===== src/rtl/fb_fetch_arbiter_if.sv =====
// fb_fetch_arbiter_if: pixel-writer, framebuffer-memory and line-buffer signals of the fetch arbiter
//   slave  : arbiter side (takes wr_req/wr_addr/wr_data/mem_rdata, drives the rest)
//   master : surrounding logic side (writer, RAM model, line buffer)
interface fb_fetch_arbiter_if #(
  parameter int ADDR_W   = 20,
  parameter int DATA_W   = 32,
  parameter int LOG2_WPL = 8
);
  logic              wr_req;
  logic [ADDR_W-1:0] wr_addr;
  logic [DATA_W-1:0] wr_data;
  logic              wr_ack;
  logic [ADDR_W-1:0] mem_addr;
  logic              mem_we;
  logic [DATA_W-1:0] mem_wdata;
  logic [DATA_W-1:0] mem_rdata;
  logic              lb_we;
  logic [LOG2_WPL:0] lb_waddr;
  logic [DATA_W-1:0] lb_wdata;
  modport slave (
    input  wr_req, wr_addr, wr_data, mem_rdata,
    output wr_ack, mem_addr, mem_we, mem_wdata, lb_we, lb_waddr, lb_wdata
  );
  modport master (
    output wr_req, wr_addr, wr_data, mem_rdata,
    input  wr_ack, mem_addr, mem_we, mem_wdata, lb_we, lb_waddr, lb_wdata
  );
endinterface


===== src/rtl/fb_fetch_arbiter.sv =====
// fb_fetch_arbiter: shares one framebuffer RAM port between line prefetch (in hblank) and a pixel writer
//   vclock, reset  : pixel clock, synchronous active-high reset
//   hcount, vcount : xvga timing counters
//   bus (slave)    : writer handshake, registered RAM port, line-buffer write port
//   disp_bank      : line-buffer bank the display reads this line
//   fetch_late     : sticky overrun flag, built only with FB_FETCH_CHECK_EN defined (else tied 0)
module fb_fetch_arbiter #(
  parameter int H_ACTIVE    = 1024,
  parameter int H_TOTAL     = 1344,
  parameter int V_ACTIVE    = 768,
  parameter int V_TOTAL     = 806,
  parameter int FETCH_START = 1024,
  parameter int LOG2_WPL    = 8,
  parameter int ADDR_W      = 20,
  parameter int DATA_W      = 32,
  parameter int BASE_ADDR   = 0,
  parameter int RD_LAT      = 2
) (
  input  logic              vclock,
  input  logic              reset,
  input  logic [10:0]       hcount,
  input  logic [10:0]       vcount,
  fb_fetch_arbiter_if.slave bus,
  output logic              disp_bank,
  output logic              fetch_late
);
  typedef enum logic [1:0] {IDLE, FETCH, DRAIN} state_t;
  state_t state;
  logic [LOG2_WPL-1:0] i, idx;
  logic fill_bank, line_ready, trigger, issue, grant, wrap;
  logic [2:0] drain_cnt;
  logic [RD_LAT:0] pv;
  logic [RD_LAT:0][LOG2_WPL-1:0] pi;
  logic [10:0] nl;
  logic [ADDR_W-1:0] rd_addr;
  if (RD_LAT < 1 || RD_LAT > 4 || FETCH_START < H_ACTIVE || FETCH_START >= H_TOTAL) begin : g_bad_cfg
    $error("fb_fetch_arbiter: RD_LAT must be 1..4 and FETCH_START must lie in horizontal blank");
  end
  assign nl      = (vcount == 11'(V_TOTAL - 1)) ? 11'd0 : vcount + 11'd1;
  assign wrap    = hcount == 11'(H_TOTAL - 1);
  assign trigger = state == IDLE && hcount == 11'(FETCH_START) && nl < 11'(V_ACTIVE);
  assign issue   = trigger || state == FETCH;
  assign grant   = state == IDLE && !trigger && bus.wr_req;
  // word 0 is issued on the trigger edge itself so the first read address appears one clock later
  assign idx     = trigger ? '0 : i;
  assign rd_addr = ADDR_W'(BASE_ADDR) + (ADDR_W'(nl) << LOG2_WPL) + ADDR_W'(idx);
  // pv/pi track each issued read so the line-buffer strobe lines up with mem_rdata RD_LAT clocks later
  assign bus.lb_we    = pv[RD_LAT];
  assign bus.lb_waddr = {fill_bank, pi[RD_LAT]};
  assign bus.lb_wdata = bus.lb_we ? bus.mem_rdata : '0;
  always_ff @(posedge vclock) begin
    if (reset) begin
      state         <= IDLE;
      i             <= '0;
      fill_bank     <= 1'b0;
      line_ready    <= 1'b0;
      drain_cnt     <= '0;
      pv            <= '0;
      pi            <= '0;
      disp_bank     <= 1'b0;
      bus.mem_addr  <= '0;
      bus.mem_we    <= 1'b0;
      bus.mem_wdata <= '0;
      bus.wr_ack    <= 1'b0;
    end else begin
      pv         <= {pv[RD_LAT-1:0], issue};
      pi         <= {pi[RD_LAT-1:0], idx};
      bus.mem_we <= grant;
      bus.wr_ack <= grant;
      if (issue) bus.mem_addr <= rd_addr;
      else if (grant) begin
        bus.mem_addr  <= bus.wr_addr;
        bus.mem_wdata <= bus.wr_data;
      end
      case (state)
        IDLE: if (trigger) begin
          state     <= FETCH;
          i         <= LOG2_WPL'(1);
          fill_bank <= ~disp_bank;
        end
        FETCH: begin
          i <= i + 1'b1;
          if (&i) begin
            state     <= DRAIN;
            drain_cnt <= '0;
          end
        end
        DRAIN: begin
          drain_cnt <= drain_cnt + 3'd1;
          if (drain_cnt == 3'(RD_LAT)) begin
            state      <= IDLE;
            line_ready <= 1'b1;
          end
        end
        default: state <= IDLE;
      endcase
      if (wrap && line_ready) begin
        disp_bank  <= ~disp_bank;
        line_ready <= 1'b0;
      end
    end
  end
`ifdef FB_FETCH_CHECK_EN
  always_ff @(posedge vclock) begin
    if (reset) fetch_late <= 1'b0;
    else if (wrap && state != IDLE) fetch_late <= 1'b1;
  end
`else
  assign fetch_late = 1'b0;
`endif
endmodule


===== src/flat_wrapper.sv =====
// flat-port wrapper written by rule: the top's interface ports become plain ports
module fb_fetch_arbiter_flat 
#(
  parameter int H_ACTIVE    = 1024,
  parameter int H_TOTAL     = 1344,
  parameter int V_ACTIVE    = 768,
  parameter int V_TOTAL     = 806,
  parameter int FETCH_START = 1024,
  parameter int LOG2_WPL    = 8,
  parameter int ADDR_W      = 20,
  parameter int DATA_W      = 32,
  parameter int BASE_ADDR   = 0,
  parameter int RD_LAT      = 2
)
  (vclock, reset, hcount, vcount, disp_bank, fetch_late, bus_wr_req, bus_wr_addr, bus_wr_data, bus_mem_rdata, bus_wr_ack, bus_mem_addr, bus_mem_we, bus_mem_wdata, bus_lb_we, bus_lb_waddr, bus_lb_wdata);
  fb_fetch_arbiter_if #(.ADDR_W(ADDR_W), .DATA_W(DATA_W), .LOG2_WPL(LOG2_WPL)) bus_i ();
  input  logic vclock;
  input  logic reset;
  input  logic [10:0] hcount;
  input  logic [10:0] vcount;
  output logic disp_bank;
  output logic fetch_late;
  input wire logic [$bits(bus_i.wr_req)-1:0] bus_wr_req;
  input wire logic [$bits(bus_i.wr_addr)-1:0] bus_wr_addr;
  input wire logic [$bits(bus_i.wr_data)-1:0] bus_wr_data;
  input wire logic [$bits(bus_i.mem_rdata)-1:0] bus_mem_rdata;
  output wire logic [$bits(bus_i.wr_ack)-1:0] bus_wr_ack;
  output wire logic [$bits(bus_i.mem_addr)-1:0] bus_mem_addr;
  output wire logic [$bits(bus_i.mem_we)-1:0] bus_mem_we;
  output wire logic [$bits(bus_i.mem_wdata)-1:0] bus_mem_wdata;
  output wire logic [$bits(bus_i.lb_we)-1:0] bus_lb_we;
  output wire logic [$bits(bus_i.lb_waddr)-1:0] bus_lb_waddr;
  output wire logic [$bits(bus_i.lb_wdata)-1:0] bus_lb_wdata;
  assign bus_i.wr_req = bus_wr_req;
  assign bus_i.wr_addr = bus_wr_addr;
  assign bus_i.wr_data = bus_wr_data;
  assign bus_i.mem_rdata = bus_mem_rdata;
  assign bus_wr_ack = bus_i.wr_ack;
  assign bus_mem_addr = bus_i.mem_addr;
  assign bus_mem_we = bus_i.mem_we;
  assign bus_mem_wdata = bus_i.mem_wdata;
  assign bus_lb_we = bus_i.lb_we;
  assign bus_lb_waddr = bus_i.lb_waddr;
  assign bus_lb_wdata = bus_i.lb_wdata;
  fb_fetch_arbiter #(.H_ACTIVE(H_ACTIVE), .H_TOTAL(H_TOTAL), .V_ACTIVE(V_ACTIVE), .V_TOTAL(V_TOTAL), .FETCH_START(FETCH_START), .LOG2_WPL(LOG2_WPL), .ADDR_W(ADDR_W), .DATA_W(DATA_W), .BASE_ADDR(BASE_ADDR), .RD_LAT(RD_LAT)) u_core (.vclock(vclock), .reset(reset), .hcount(hcount), .vcount(vcount), .bus(bus_i), .disp_bank(disp_bank), .fetch_late(fetch_late));
endmodule

===== config.mk =====
export PLATFORM = sky130hd
export DESIGN_NAME = fb_fetch_arbiter_flat
export DESIGN_NICKNAME = d
export VERILOG_FILES = /design/src/rtl/fb_fetch_arbiter_if.sv /design/src/rtl/fb_fetch_arbiter.sv /design/src/flat_wrapper.sv
export SDC_FILE = /design/constraint.sdc
export NUM_CORES = 1
export LEC_CHECK = 0
export BUFFER_PORTS_ARGS = -buffer_cell sky130_fd_sc_hd__buf_2
export CORE_ASPECT_RATIO = 1.1
export CORE_MARGIN = 10
export CORE_UTILIZATION = 51
export CTS_CLUSTER_SIZE = 25
export DETAILED_ROUTE_END_ITERATION = 12
export GPL_ROUTABILITY_DRIVEN = 0
export PLACE_DENSITY = 0.89
export REMOVE_ABC_BUFFERS = 1
export SLEW_MARGIN = 10
export SYNTH_ARGS = -nofsm -noshare
export SYNTH_HDL_FRONTEND = slang
export SYNTH_SLANG_ARGS = --single-unit

===== constraint.sdc =====
create_clock -name vclock -period 4.7 [get_ports vclock]
set_clock_uncertainty 0.1 [all_clocks]
set_input_delay 0.47 -clock vclock [delete_from_list [all_inputs] [get_ports vclock]]
set_output_delay 0.47 -clock vclock [all_outputs]
set_load 0.005 [all_outputs]

; Yosys cells after proc, flatten, opt, wreduce, memory -nomap -nowiden
; Index checks and enable logic that the tools add are counted.
[totals]
ff_bits = 96
latchBits = 0
mem_bits_rw = 0
mem_bits_ro = 0
in_bits = 109
output_inout_bits = 98
elab_cells = 61
n_memories = 0
[op_classes]
addsub = 4
multipliers = 0
div = 0
magnitude_cmp = 1
n_eq_ne = 9
shifts = 0
mux = 13
n_bitwise = 2
n_reduce_logical = 19
[op_table]
columns = op, n
row1 = $mux W20, 2
row2 = $mux W32, 1
row3 = $eq A11 B11 Y1 const B, 2
row4 = $add A19 B8 Y20, 1
row5 = $mux W8, 2
row6 = $pmux W8 S2, 1
row7 = $add A11 B1 Y11 const B, 1
row8 = $eq A11 B10 Y1 const B, 1
row9 = $lt A11 B10 Y1 const B, 1
row10 = $mux W11, 1
row11 = $reduce_and A2 Y1, 5
row12 = $add A8 B1 Y8 const B, 1
row13 = $reduce_and A8 Y1, 1
row14 = $mux W2, 3
row15 = $pmux W2 S3, 1
row16 = $pmux W3 S2, 1
row17 = $reduce_bool A2 Y1, 3
row18 = $logic_and A1 B1 Y1, 5
row19 = $ne A2 B1 Y1 const B, 2
row20 = $add A3 B1 Y3 const B, 1
row21 = $eq A3 B2 Y1 const B, 1
row22 = $mux W3, 1
row23 = $reduce_and A3 Y1, 1
row24 = $eq A2 B1 Y1 const B, 1
row25 = other kinds (7), 8

; Logic depth before layout (Yosys ltp)
; Gate-level depths: netlist of run 1.
[logic_depth]
word_depth = 9
depth_mapped = 8
depth_no_buf = 7

; Worst setup path before layout of run 1
; No wires, ideal clock.
[synth_path]
kind = input port to flip-flop
from = in vcount[0]
to = reg u_core.bus.mem_addr[15]
setup_ps = 121
arrival_time_ps = 2154
required_time_ps = 4479
setup_slack_ps = 2325
cell_stages = 7
path_buffers = 1
cell_sequence = ha_1 -> nand2_1 -> nor4_4 -> mux2i_2 -> a2bb2oi_2 -> buf_6 -> mux2_4
[synth_between]
elab_chain_len = 8
word_cells_on_any_way = 13
classes_between = add/sub (2) / order compare (1) / eq/ne (1) / mux (3) / reduce/logical (6)
[synth_lines]
columns = item, line
row1 = "start, declared", flat_wrapper.sv:20  ; input logic [10:0] vcount;
row2 = $add A11 B1 Y11 / $eq A11 B10 Y1 (equally long branches), fb_fetch_arbiter.sv:39  ; assign nl = (vcount == 11'(V_TOTAL - 1)) ? 11'd0 : vcount + 11'd1;
row3 = $mux W11 *, fb_fetch_arbiter.sv:39
row4 = branches (longest 6 deep; another with $add A19 B8 Y20), --
row5 = "end signal, assigned", fb_fetch_arbiter.sv:70  ; if (issue) bus.mem_addr <= rd_addr;
row6 = "end signal, assigned", fb_fetch_arbiter.sv:72  ; bus.mem_addr <= bus.wr_addr;
row7 = "end, declared", fb_fetch_arbiter_if.sv:22  ; output wr_ack, mem_addr, mem_we, mem_wdata, lb_we, lb_waddr, lb_wdata
; Mark *: on every way between the ends.
; A chain may end at the register's enable or synchronous reset.

; Worst setup path in the final report of run 1
[layout_path]
from = reg u_core.state[1]
to = reg u_core.bus.mem_wdata[22]
[layout_between]
elab_chain_len = 7
word_cells_on_any_way = 10
classes_between = eq/ne (1) / bitwise (1) / reduce/logical (8)
[layout_lines]
columns = item, line
row1 = "start, declared", fb_fetch_arbiter.sv:28  ; state_t state;
row2 = "start signal, assigned", fb_fetch_arbiter.sv:53  ; state <= IDLE;
row3 = "start signal, assigned", fb_fetch_arbiter.sv:77  ; state <= FETCH;
row4 = "start signal, assigned", fb_fetch_arbiter.sv:84  ; state <= DRAIN;
row5 = $logic_not A2 Y1, "fb_fetch_arbiter.sv:41, fb_fetch_arbiter.sv:43"
row6 = $logic_and A1 B1 Y1 (2 in series), fb_fetch_arbiter.sv:41  ; assign trigger = state == IDLE && hcount == 11'(FETCH_START) && nl < 11'(V_ACTIVE);
row7 = $logic_not A1 Y1, fb_fetch_arbiter.sv:43  ; assign grant = state == IDLE && !trigger && bus.wr_req;
row8 = $logic_and A1 B1 Y1 (2 in series), fb_fetch_arbiter.sv:43
row9 = $reduce_and A2 Y1 (no source line) *, --
row10 = "end signal, assigned", fb_fetch_arbiter.sv:73  ; bus.mem_wdata <= bus.wr_data;
row11 = "end, declared", fb_fetch_arbiter_if.sv:22
; Mark *: on every way between the ends. The rest lies on a longest branch, timed or not.

==> results.sh, run 1 <==
export IMPL_outcome="finished, final reports clean"
export IMPL_hold_start="bus_wr_data[17]"
export IMPL_r2r_start="u_core.state[1]$_SDFFE_PP0P_"
export IMPL_swShare_pct=26.3
export IMPL_netlist_area_um2=4740
export IMPL_wire_per_inst_um=16.3
export IMPL_synth_ff_type="dfxtp_1"
export IMPL_cts_sinks=96
export IMPL_first_global_vias=4331
export IMPL_synth_async_reset_ratio_pct=0
export IMPL_cts_setup_buffers=0
export IMPL_fmax_mhz=357
export IMPL_dp_hpwl_um=10200
export IMPL_initial_core_util_pct=52.8
export IMPL_power_leakage_nw=2.73
export IMPL_maxSlewViolCount=0
export IMPL_rsz0062_at_grt="no"
export IMPL_gr_total_overflow=0
export IMPL_ys_ff_latch=96
export IMPL_die_width_um=112
export IMPL_vias=4322
export IMPL_max_cap_violations=0
export IMPL_finalWirelength_um=13300
export IMPL_seq_power_share_pct=53.6
export IMPL_slew_headroom_pct=25.5
export IMPL_grt_max_degree=138
export IMPL_cts_tree="yes"
export IMPL_num_rows=36
export IMPL_clock_path_buffers=2
export IMPL_area_growth_pct=24.4
export IMPL_finalHoldViolCount=0
export IMPL_vdd_ir_drop_max_mv=0.173
export IMPL_final_area_um2=5890
export IMPL_multi_input_area_um2=2550
export IMPL_required_ns=4.89
export IMPL_hp_class="input pin to flip-flop"
export IMPL_end_kind="flip-flop"
export IMPL_worstSetupPathType="flip-flop to flip-flop"
export IMPL_critical_path_arrival_ns=2.98
export IMPL_die_area_um2=13500
export IMPL_crit_path_start="u_core.state[1]$_SDFFE_PP0P_"
export IMPL_syn_area_per_cell_um2=9.01
export IMPL_seq_area_um2=1920
export IMPL_clk_latency_ns=0.37
export IMPL_diodes=0
export IMPL_setup_tns_ns=0
export IMPL_fp_dieH_um=121
export IMPL_pin_count=207
export IMPL_fill_cells=770
export IMPL_internal_power_w=0.00118
export IMPL_start_kind="flip-flop"
export IMPL_ant_nets=0
export IMPL_syn_inst=526
export IMPL_placedCellCount=801
export IMPL_core_um2=8960
export IMPL_p_total_w=0.00160
export IMPL_io_buffers=205
export IMPL_min_period_ns=2.80
export IMPL_drtPass1Iterations=7
export IMPL_htreeDepth=3
export IMPL_cp_max_fo=23
export IMPL_synth_cell_types=55
export IMPL_synth_edff_count=0
export IMPL_tightestPinTransition_ns=1.12
export IMPL_post_route_drc_count=0
export IMPL_yosysSeqAreaShare_pct=40.6
export IMPL_cts_root_buf="clkbuf_8"
export IMPL_dr_first_iter_drc_count=348
export IMPL_cts_hold_buffers_added=0
export IMPL_post_route_period_util_pct=59.6
export IMPL_p_per_area_nw_per_um2=271
export IMPL_grt_first_pass_wirelength_um=21400
export IMPL_postPlaceCellArea_um2=5680
export IMPL_grt_use_total_pct=18.7
export IMPL_cts_buffers=9
export IMPL_power_switching_w=0.000421
export IMPL_cts_resized=0
export IMPL_cts_clk_slew_worst_paths_ns=0.10
export IMPL_viasPerCell=5.28
export IMPL_drive_gt1_share_pct=33.9
export IMPL_pwr_share_clk_pct=33.4
export IMPL_layoutNonFillerInstCount=818
export IMPL_antenna_found_initial=0
export IMPL_ys_warn_count=0
export IMPL_power_frac_comb_pct=13.0
export IMPL_setup_viol=0
export IMPL_layout_nets=813
[area by class of cell]
| cell class | instances | area share (%) |
|---|---|---|
| multi-input combinational | 378 | 43.2 |
| tap | 114 | 2.42 |
| sequential | 96 | 32.6 |
| clock buffer | 11 | 2.57 |
| clock inverter | 5 | 0.764 |
| inverter | 6 | 0.382 |
| timing repair buffer | 208 | 18.0 |
[cells in the final DEF (no fill, tap or decap), drive strengths merged, types with 10 or more instances in the layout]
cell type / instances
a221oi: 10
a21oi: 25
inv: 10
nand2: 34
buf: 208
nor2: 25
and2: 33
mux2i: 36
clkbuf: 11
nand2b: 65
nor3: 19
dfxtp: 96
nor2b: 32
o21ai: 10
[worst max-delay path: stages (launching register included)]
cell	delay, ns
dfxtp_1	0.91
nor2_1	0.19
nand2_1	0.41
nor2_1	0.14
a2bb2oi_4	0.47
buf_12	0.26
mux2i_1	0.22
[power by group through the flow]
stage	Combinational [W]	Sequential, W	Clock [W]
global placement	0.000201	0.000876	0
detailed placement	0.000208	0.000877	0
finish	0.000208	0.000858	0.000535
CTS	0.000209	0.000859	0.000554
floorplan	0.0000884	0.000879	0
global route	0.000229	0.000862	0.000588
[path summary, 6_finish.rpt]
check / endpoint / slack (ns) / depth (start not counted)
worst max-delay path: u_core.bus.mem_wdata[22]$_SDFFE_PP0P_ / 1.90 / 6
worst min-delay path: u_core.bus.mem_wdata[17]$_SDFFE_PP0P_ / 0.25 / 3
worst max register to register: u_core.bus.mem_wdata[22]$_SDFFE_PP0P_ / 1.90 / 6
worst min register to register: u_core.bus.lb_waddr[0]$_SDFF_PP0_ / 0.34 / 1
[Yosys cell counts, types with 2 or more instances]
library cell / count / area (um^2)
a21o_1: 3 / 22.5
a211oi_1: 3 / 22.5
xor2_1: 3 / 26.3
nor2b_1: 32 / 200
o31ai_1: 2 / 15.0
a21oi_1: 25 / 125
o31a_1: 2 / 17.5
a22oi_1: 2 / 15.0
ha_1: 5 / 62.6
or3_1: 3 / 18.8
and2_1: 33 / 206
a31oi_1: 2 / 12.5
nor3_1: 19 / 95.1
dfxtp_1: 96 / 1920
o21ai_0: 10 / 50.1
clkbuf_1: 29 / 109
nand2b_1: 65 / 407
nand3_1: 5 / 25.0
nor3b_1: 8 / 60.1
a211o_1: 2 / 17.5
o21a_1: 3 / 22.5
a221oi_1: 10 / 87.6
o21bai_1: 3 / 22.5
a311oi_1: 5 / 43.8
buf_4: 11 / 82.6
mux2i_1: 35 / 350
buf_6: 4 / 45.0
xnor2_1: 5 / 43.8
nand2_1: 34 / 128
nor2_1: 25 / 93.8
nand4_1: 9 / 56.3
mux2_2: 5 / 56.3
inv_1: 6 / 22.5
[metrics by stage]
step	hold WS (ns)	util [%]	setup slack (ns)
global route	0.240	65.8	1.79
global placement	0.321	63.3	1.63
detailed placement	0.322	63.3	1.49
finish	0.252	65.8	1.90
CTS	0.237	65.5	1.59
floorplan	0.314	-	2.05
[registers in the layout (all words and copies together), names as in the netlist, 2 cells and up]
| name | count |
|---|---|
| u_core.bus.mem_wdata | 32 |
| u_core.bus.mem_addr | 20 |
| u_core.pi | 16 |
| u_core.bus.lb_waddr | 8 |
| u_core.i | 8 |
| u_core.drain_cnt | 3 |
| u_core.pv | 3 |
| u_core.state | 2 |
[cell families (layout without fill, tap and decap cells)]
family                     after synthesis  count (layout)  synth area share [%]
and+or+nand+nor                        243             243                  29.7
DFF                                     96              96                  40.6
AOI/OAI and AO/OA                       79              79                  12.0
buffers and inverters                   52             230                  5.65
muxes                                   42              42                  9.19
xor gates and xnor gates                 8               8                  1.48
adders and majority gates                5               5                  1.32
other                                    1               1                0.0792
[layer usage]
layer  vias up  GRT usage (%)  wire length (um)
met4         0           4.82               104
met1      1972           21.8              5440
met2       209           32.3              6470
li1       2131              -                 -
met5         -              0                 0
met3        10           6.33              1300
Note: power is estimated with default switching activity, not from simulation.
==> run 2: changes to the inputs <==
CORE_UTILIZATION = 48   (was 51)
PLACE_DENSITY = 0.85   (was 0.89)
clock period = 2.8 ns   (was 4.7 ns; I/O delays follow)
==> results.sh, run 2 (synthesized netlist as in run 1, its figures left out) <==
export IMPL_outcome="finished, final reports clean"
export IMPL_maxSlewViolCount=0
export IMPL_r2r_cells=7
export IMPL_endpoint="u_core.bus.mem_wdata[31]$_SDFFE_PP0P_"
export IMPL_layout_nets=820
export IMPL_dp_hpwl_um=10500
export IMPL_vias=4383
export IMPL_ant_nets=0
export IMPL_final_area_um2=5980
export IMPL_fmax_mhz=445
export IMPL_area_growth_pct=26.2
export IMPL_num_rows=37
export IMPL_final_common_cell="buf_2"
export IMPL_max_cap_violations=0
export IMPL_tightestPinTransition_ns=0.659
export IMPL_gr_total_overflow=0
export IMPL_end_kind="flip-flop"
export IMPL_critical_path_cell_chain="nor3_1, nand4_1, mux2i_2, buf_4, a2bb2oi_4, buf_12, mux2i_1"
export IMPL_r2r_end="u_core.bus.mem_wdata[31]$_SDFFE_PP0P_"
export IMPL_core_um2=9490
export IMPL_antenna_found_initial=0
export IMPL_power_leakage_nw=2.78
export IMPL_layoutNonFillerInstCount=828
export IMPL_whs_ns=0.0641
export IMPL_dr_first_iter_drc_count=228
export IMPL_path_buf_inv=2
export IMPL_crit_path_max_incr_delay_ns=0.51
export IMPL_post_route_drc_count=0
export IMPL_required_ns=2.97
export IMPL_finalWirelength_um=13300
export IMPL_cts_buffers=9
export IMPL_hp_class="input pin to flip-flop"
export IMPL_placedCellCount=812
export IMPL_viasPerCell=5.29
export IMPL_slew_headroom_pct=56.0
export IMPL_layout_common_cells="buf_2 (204), dfxtp_1 (96), nand2b_1 (65), mux2i_1 (35), nand2_1 (34)"
export IMPL_finalHoldViolCount=0
export IMPL_cts_root_buf="clkbuf_8"
export IMPL_cts_setup_buffers=0
export IMPL_setup_viol=0
export IMPL_r2r_slack_ns=0.55
export IMPL_crit_family="flip-flops"
export IMPL_worstSetupPathType="flip-flop to flip-flop"
export IMPL_rsz0062_at_grt="no"
export IMPL_setup_tns_ns=0
export IMPL_initial_core_util_pct=49.9
export IMPL_reg_largest_list="u_core.bus.mem_wdata x32, u_core.bus.mem_addr x20, u_core.pi x16"
export IMPL_start_kind="flip-flop"
export IMPL_cts_hold_buffers_added=0
export IMPL_first_global_vias=4363
export IMPL_htreeDepth=3
export IMPL_die_width_um=115
export IMPL_io_buffers=205
export IMPL_postPlaceCellArea_um2=5770
export IMPL_cts_clk_slew_worst_paths_ns=0.10
export IMPL_vdd_ir_drop_max_mv=0.237
export IMPL_diodes=0
export IMPL_drive_gt1_share_pct=34.6
export IMPL_fp_dieH_um=124
export IMPL_min_period_ns=2.25
export IMPL_largest_reg_flops=32
export IMPL_clock_path_buffers=2
export IMPL_grt_first_pass_wirelength_um=21100
export IMPL_critPathSlowestCell="dfxtp_1"
export IMPL_critical_path_arrival_ns=2.42
export IMPL_p_per_area_nw_per_um2=460
export IMPL_r2r_start="u_core.state[0]$_SDFFE_PP0P_"
export IMPL_die_area_um2=14200
export IMPL_cts_resized=0
export IMPL_p_total_w=0.00275
export IMPL_grt_max_degree=79
export IMPL_cts_sinks=96
export IMPL_regMostFlops="u_core.bus.mem_wdata"
export IMPL_crit_path_start="u_core.state[0]$_SDFFE_PP0P_"
export IMPL_drtPass1Iterations=4
export IMPL_cts_tree="yes"
export IMPL_pin_count=207
export IMPL_cp_max_fo=32
export IMPL_worstSetupPathDepth=7
export IMPL_clk_latency_ns=0.36
export IMPL_post_route_period_util_pct=80.3
export IMPL_grt_use_total_pct=17.9
export IMPL_wire_per_inst_um=16.1
[run 2: changes by cell type in the layout (fill, tap and decap cells not counted), sizes merged]
| cell | delta |
|---|---|
| buf | +7 |
| bufinv | +1 |
| clkbuf | -1 |
[run 2: layout make-up]
type                            instances  area, um^2
Fill cell                             819        3510
Inverter                                6        22.5
Clock buffer                           10         138
Multi-Input combinational cell        378        2550
Tap cell                              117         146
Sequential cell                        96        1920
Timing Repair Buffer                  215        1130
Clock inverter                          6        72.6
[run 2: per-layer routing]
| layer | GRT usage (%) | routed length (um) | up-vias |
|---|---|---|---|
| met1 | 18.8 | 5020 | 2023 |
| met2 | 32.5 | 6660 | 200 |
| met4 | 5.80 | 150 | 0 |
| met5 | 0 | 0 | - |
| li1 | - | - | 2146 |
| met3 | 6.69 | 1470 | 14 |
[run 2: per-stage QoR]
stage	setup WS (ns)	utilization, %
after detailed placement	0.374	60.8
after global placement	0.507	60.8
final	0.552	63.0
after CTS	0.548	63.0
after floorplan	0.252	-
after global routing	0.384	63.0
[run 2: worst min-delay path, cell delays in order]
cell      delay, ns
buf_2          0.09
nand2b_1       0.05
mux2i_1        0.05
[run 2: how the worst min path moves through the flow]
stage / depth (start not counted) / slack (ns) / start / to
after floorplan: 1 / 0.25 / reset / u_core.i[0]$_SDFFE_PP0P_
after global placement: 1 / 0.32 / u_core.pi[6]$_SDFF_PP0_ / u_core.pi[14]$_SDFF_PP0_
after detailed placement: 1 / 0.32 / u_core.pi[7]$_SDFF_PP0_ / u_core.pi[15]$_SDFF_PP0_
after CTS: 3 / 0.04 / bus_wr_data[12] / u_core.bus.mem_wdata[12]$_SDFFE_PP0P_
after global routing: 3 / 0.04 / bus_wr_data[28] / u_core.bus.mem_wdata[28]$_SDFFE_PP0P_
final: 3 / 0.06 / bus_wr_data[12] / u_core.bus.mem_wdata[12]$_SDFFE_PP0P_
[run 2: power by group]
part	leakage (nW)	switching, W	internal (W)
logic	1.89	0.000171	0.000181
registers	0.784	0.0000266	0.00141
clock network	0.104	0.000506	0.000451
